<file path="src/rtl/cb_shreg_pkg.sv">
// -----------------------------------------------------------------------------
// cb_shreg_pkg
// Shared constants for the parameterised shift register: the 3-bit operation
// encodings and a helper that classifies an operation as a shifting one
// (those are the operations that advance the shift counter).
// -----------------------------------------------------------------------------
package cb_shreg_pkg;

  localparam logic [2:0] MODE_HOLD  = 3'b000;
  localparam logic [2:0] MODE_LOAD  = 3'b001;
  localparam logic [2:0] MODE_SHL   = 3'b010;
  localparam logic [2:0] MODE_SHR   = 3'b011;
  localparam logic [2:0] MODE_ROTL  = 3'b100;
  localparam logic [2:0] MODE_ROTR  = 3'b101;
  localparam logic [2:0] MODE_ASHR  = 3'b110;
  localparam logic [2:0] MODE_CLEAR = 3'b111;

  // True for every operation that moves bits through the register.
  function automatic logic is_shift_mode(input logic [2:0] mode);
    logic res;
    case (mode)
      MODE_SHL, MODE_SHR, MODE_ROTL, MODE_ROTR, MODE_ASHR: res = 1'b1;
      default:                                             res = 1'b0;
    endcase
    return res;
  endfunction

  // True for the operations that restart the shift count.
  function automatic logic is_restart_mode(input logic [2:0] mode);
    logic res;
    case (mode)
      MODE_LOAD, MODE_CLEAR: res = 1'b1;
      default:               res = 1'b0;
    endcase
    return res;
  endfunction

endpackage

</file>
<file path="src/rtl/cb_sat_cnt.sv">
// -----------------------------------------------------------------------------
// cb_sat_cnt
// Saturating shift counter with a one-cycle completion pulse.
// Ports:
//   clk_i    clock, rising edge
//   rst_i    synchronous active-high reset (count 0, no pulse)
//   en_i     enable; when low the count holds and the pulse is 0
//   clr_i    restart the count at 0 (wins over inc_i)
//   inc_i    advance the count, saturating at MAX
//   cnt_o    current count, clog2(MAX+1) bits
//   done_o   1 for the single cycle in which the count has just reached MAX
// -----------------------------------------------------------------------------
module cb_sat_cnt #(
  parameter int MAX = 8
) (
  input  logic                         clk_i,
  input  logic                         rst_i,
  input  logic                         en_i,
  input  logic                         clr_i,
  input  logic                         inc_i,
  output logic [$clog2(MAX+1)-1:0]     cnt_o,
  output logic                         done_o
);

  localparam int CW = $clog2(MAX + 1);
  localparam logic [CW-1:0] MAX_C    = CW'(MAX);
  localparam logic [CW-1:0] MAX_M1_C = CW'(MAX - 1);
  localparam logic [CW-1:0] ONE_C    = CW'(1);

  logic [CW-1:0] cnt_q, cnt_d;
  logic          done_q, done_d;

  // Next count and pulse; the pulse only fires on the step into MAX, so a
  // saturated counter never re-fires and a restart suppresses it.
  always_comb begin
    cnt_d  = cnt_q;
    done_d = 1'b0;
    if (en_i) begin
      if (clr_i) begin
        cnt_d = '0;
      end else if (inc_i) begin
        if (cnt_q != MAX_C) begin
          cnt_d  = cnt_q + ONE_C;
          done_d = (cnt_q == MAX_M1_C);
        end else begin
          cnt_d = cnt_q;
        end
      end else begin
        cnt_d = cnt_q;
      end
    end else begin
      cnt_d = cnt_q;
    end
  end

  // Count and pulse registers with synchronous reset.
  always_ff @(posedge clk_i) begin
    if (rst_i) begin
      cnt_q  <= '0;
      done_q <= 1'b0;
    end else begin
      cnt_q  <= cnt_d;
      done_q <= done_d;
    end
  end

  assign cnt_o  = cnt_q;
  assign done_o = done_q;

endmodule

</file>
<file path="src/rtl/cb_shift_reg_param.sv">
// -----------------------------------------------------------------------------
// cb_shift_reg_param
// Parameterised multi-mode shift register (hold/load/shift/rotate/arith-shift/
// clear) with a saturating shift counter and completion pulse.
// Ports:
//   clk      clock, rising edge
//   rst      synchronous active-high reset: q=RST_VAL, cnt=0, done=0
//   en       operation enable; when low everything holds and done is 0
//   mode     operation select (see cb_shreg_pkg)
//   d        parallel load data
//   sin      serial input for SHL/SHR
//   q        registered contents
//   msb_out  q[WIDTH-1]
//   lsb_out  q[0]
//   cnt      shifts since the last LOAD/CLEAR, saturating at WIDTH
//   done     one-cycle pulse when cnt has just reached WIDTH
// -----------------------------------------------------------------------------
module cb_shift_reg_param
  import cb_shreg_pkg::*;
#(
  parameter int               WIDTH   = 8,
  parameter logic [WIDTH-1:0] RST_VAL = '0
) (
  input  logic                         clk,
  input  logic                         rst,
  input  logic                         en,
  input  logic [2:0]                   mode,
  input  logic [WIDTH-1:0]             d,
  input  logic                         sin,
  output logic [WIDTH-1:0]             q,
  output logic                         msb_out,
  output logic                         lsb_out,
  output logic [$clog2(WIDTH+1)-1:0]   cnt,
  output logic                         done
);

  logic [WIDTH-1:0] q_q, q_d;
  logic             inc_s;
  logic             clr_s;

  // Next register value for the selected operation.
  always_comb begin
    q_d = q_q;
    if (en) begin
      case (mode)
        MODE_HOLD:  q_d = q_q;
        MODE_LOAD:  q_d = d;
        MODE_SHL:   q_d = {q_q[WIDTH-2:0], sin};
        MODE_SHR:   q_d = {sin, q_q[WIDTH-1:1]};
        MODE_ROTL:  q_d = {q_q[WIDTH-2:0], q_q[WIDTH-1]};
        MODE_ROTR:  q_d = {q_q[0], q_q[WIDTH-1:1]};
        MODE_ASHR:  q_d = {q_q[WIDTH-1], q_q[WIDTH-1:1]};
        MODE_CLEAR: q_d = RST_VAL;
        default:    q_d = q_q;
      endcase
    end else begin
      q_d = q_q;
    end
  end

  // Data register with synchronous reset.
  always_ff @(posedge clk) begin
    if (rst) begin
      q_q <= RST_VAL;
    end else begin
      q_q <= q_d;
    end
  end

  assign inc_s = is_shift_mode(mode);
  assign clr_s = is_restart_mode(mode);

  cb_sat_cnt #(
    .MAX (WIDTH)
  ) u_sat_cnt (
    .clk_i  (clk),
    .rst_i  (rst),
    .en_i   (en),
    .clr_i  (clr_s),
    .inc_i  (inc_s),
    .cnt_o  (cnt),
    .done_o (done)
  );

  assign q       = q_q;
  assign msb_out = q_q[WIDTH-1];
  assign lsb_out = q_q[0];

endmodule

</file>
<file path="config.mk">
export PLATFORM = sky130hd
export DESIGN_NAME = cb_shift_reg_param
export DESIGN_NICKNAME = d
export VERILOG_FILES = /design/src/rtl/cb_shreg_pkg.sv /design/src/rtl/cb_sat_cnt.sv /design/src/rtl/cb_shift_reg_param.sv
export SDC_FILE = /design/constraint.sdc
export NUM_CORES = 1
export LEC_CHECK = 0
export ABC_AREA = 1
export BUFFER_PORTS_ARGS = -buffer_cell sky130_fd_sc_hd__buf_2
export CAP_MARGIN = 25
export CORE_MARGIN = 2
export CORE_UTILIZATION = 47
export CTS_BUF_LIST = sky130_fd_sc_hd__clkbuf_2
export DETAILED_ROUTE_END_ITERATION = 7
export MAX_ROUTING_LAYER = met4
export PLACE_DENSITY = 0.86
export SYNTH_ARGS = -nofsm -noshare
export SYNTH_HDL_FRONTEND = slang
export SYNTH_SLANG_ARGS = --single-unit
</file>
<file path="constraint.sdc">
create_clock -name clk -period 1.2 [get_ports clk]
set_input_delay 0.06 -clock clk [delete_from_list [all_inputs] [get_ports clk]]
set_output_delay 0.06 -clock clk [all_outputs]
set_load 0.01 [all_outputs]
</file>
==> impl_metrics.tcl <==
set metrics [dict create \
    critPathRequiredTime_ps 1430 \
    grt_pass1_vias 767 \
    seq_area_frac_synth 0.282 \
    synth_top_family_by_area "simple AND/OR/NAND/NOR gates" \
    synthAdderAreaFrac 0.0271 \
    max_stage_delay_ps 360 \
    track_usage 0.204 \
    fin_hold_ws_ps 64.1 \
    reg2reg_depth 8 \
    fmax_mhz 842 \
    ys_types 23 \
    worstSetupEndpointType "flop" \
    max-vdd-ir-drop_v 0.000532 \
    finalHoldViolCount 0 \
    ctsHoldBuffers 0 \
    num_rows 16 \
    critical_path.top_delay_family "simple AND/OR/NAND/NOR gates" \
    maxCapViolations 0 \
    synth_edf_count 0 \
    p_int_uw 641 \
    worstPathArrival_ps 1420 \
    worst-path-buf-inv 1 \
    io_buffer_count 29 \
    clkPwrFrac 0.252 \
    worstSetupPathType "reg2reg" \
    synthArstFlopShare 0 \
    slowest_stage "dfxtp_2" \
    p_leak_nw 0.569 \
    drive_gt1_frac 0.385 \
    syn_inst 143 \
    r2r_start "u_sat_cnt.cnt_o[0]" \
    routedWlPerCell_um 12.0 \
    yosysWarnings 0 \
    die_area_um2 2330 \
    synth_top_area_cell "dfxtp_1" \
    hpwl_um 1550 \
    ys_top_cells_by_area "dfxtp_1 28%, nand2_1 18%, nor2_1 9.4%" \
    initial_core_util 0.485 \
    fin_nets 192 \
    ios 30 \
    cts.reportedPaths.clkPinSlew_ps 150 \
    path_max_fanout 5 \
    drtIter0Drc 24 \
    p_seq_frac 0.478 \
    vias 1050 \
    syn-num-nets 160 \
    via_per_inst 5.22 \
    gpl.final_weighted_congestion 0.770 \
    crit_end "u_sat_cnt.cnt_o[3]" \
    die_h_um 48.3 \
    die_w_um 48.3 \
    setup_viol 0 \
    outcome "finished, final reports clean" \
    syn_to_final_growth_pct 26.7 \
    final_common_cell "nand2_1" \
    cp-start-kind "flop" \
    synth_seq_cells 13 \
    dr.pass1.iters 7 \
    worst-r2r-setup-slack_ps 10 \
    cpMostUsedCell "nand2_4" \
    p_sw_frac 0.342 \
    clock_latency_ps 290 \
    crit_start "u_sat_cnt.cnt_o[0]" \
    path_cells "inv_2, ha_4, nand2_2, nor2_4, nand2_4, nand2_4, nand2_1, a21oi_2" \
    cts-htree-levels 1 \
    tightestPinTransition_ps 260 \
    synth-compound-area-share 0.0841 \
    synth_mux_area_frac 0 \
    combPwrFrac 0.270 \
    cts_buffers 3 \
    finalWirelength_um 2400 \
    synth-main-ff-cell "dfxtp_1" \
    nFillCells 178 \
    synth-simple-area-share 0.464 \
    root_buffer "clkbuf_2" \
    core_area_um2 1900 \
    fin_crit_ps 1190 \
    cts_buffer_depth 2 \
    grt_pass1_wl_um 3190 \
    synthXorXnorAreaFrac 0.0190 \
    whs_path_depth 3 \
    place_worst_setup_slack_ps 15.4 \
    fin_ws_ps 11.8 \
    grt_max_degree 16 \
    skew_ps 15.5 \
    antenna_found_initial 0 \
    final_cell_area_um2 1170 \
    tritoncts "yes" \
    final_cell_mix "41 x nand2_1, 29 x buf_2, 21 x nor2_1" \
    avgSynthCellArea_um2 6.45 \
    r2r_end "u_sat_cnt.cnt_o[3]" \
    p_switching_uw 333 \
    postPlaceCellArea_um2 1080 \
    overflow 0 \
    drv_slew 0 \
    slew_headroom 0.827 \
    synthDominantCellAreaShare 0.282 \
    fin_util 0.614 \
    clkSinkCount 13 \
    cp_num_cells 8 \
    synth_area_um2 922 \
    remaining_drc_errors 0 \
    period_share 0.990 \
    hp-class "in2reg" \
    postRouteAntennaNets 0 \
    powerDensity_nw_per_um2 833 \
    antennaDiodeCount 0 \
]
registers in the layout, summed over array words and instances, names as in the netlist:
name	flops
q	8
u_sat_cnt.cnt_o	4
u_sat_cnt.done_o	1
worst min path at each step:
stage          from               end
2_1_floorplan   rst              q[5]
3_3_place_gp     en  u_sat_cnt.done_o
3_5_place_dp     en  u_sat_cnt.done_o
4_1_cts          en  u_sat_cnt.done_o
5_1_grt          en  u_sat_cnt.done_o
6_report         en  u_sat_cnt.done_o
per-stage QoR:
| stage | TNS (ps) | power (mW) | instances |
|---|---|---|---|
| floorplan | 0 | 0.637 | 143 |
| global placement | 0 | 0.701 | 196 |
| detailed placement | 0 | 0.707 | 196 |
| CTS | 0 | 0.941 | 200 |
| global route | -114 | 1.02 | 201 |
| finish | 0 | 0.974 | 201 |
synthesized netlist by cell type, types with 3 or more instances:
cell type,count
inv_1,6
nand2_2,3
dfxtp_1,13
a21oi_1,11
nand2_4,3
buf_6,4
nand3_1,12
nor2_1,23
nand2_1,43
nand4_1,6
inv_2,3
layout make-up:
cell class              count  area, um^2  area share
clock buffers               4        20.0      0.0171
inverters                  11        46.3      0.0396
multi-input cells         112         599       0.513
flip-flops and latches     13         267       0.228
well taps                  27        33.8      0.0289
repair buffers             34         203       0.173
power by group through the flow:
stage	sequential [mW]	clock (mW)	combinational [mW]
global route	0.469	0.266	0.286
CTS	0.465	0.239	0.237
floorplan	0.484	0	0.153
finish	0.465	0.246	0.263
global placement	0.474	0	0.227
detailed placement	0.475	0	0.233
kinds of logic after synthesis:
kind of cell,Yosys count
AOI/OAI and AO/OA,14
buffers and inverters,18
xor gates and xnor gates,2
DFF,13
adders and majority gates,2
and+or+nand+nor,94
worst register-to-register path, stage by stage, from the launching register on:
cell     delay (ps)
dfxtp_2         360
inv_2            70
ha_4            130
nand2_2          60
nor2_4          120
nand2_4          70
nand2_4         110
nand2_1          70
a21oi_2         150
what timing repair did:
action / in CTS / in global routing
buffers inserted: 0 / 1
endpoints found under the setup margin: 2 / 3
resized for setup: 4 / 16
pin swaps: 1 / 9
per-layer routing:
| layer | share of wire | vias up | track usage |
|---|---|---|---|
| met5 | 0 | - | - |
| met1 | 0.41 | 487 | 0.243 |
| li1 | - | 517 | - |
| met4 | 0.014 | 0 | 0.0703 |
| met2 | 0.53 | 42 | 0.337 |
| met3 | 0.048 | 4 | 0.0444 |
Power figures use the tool's default switching activity.
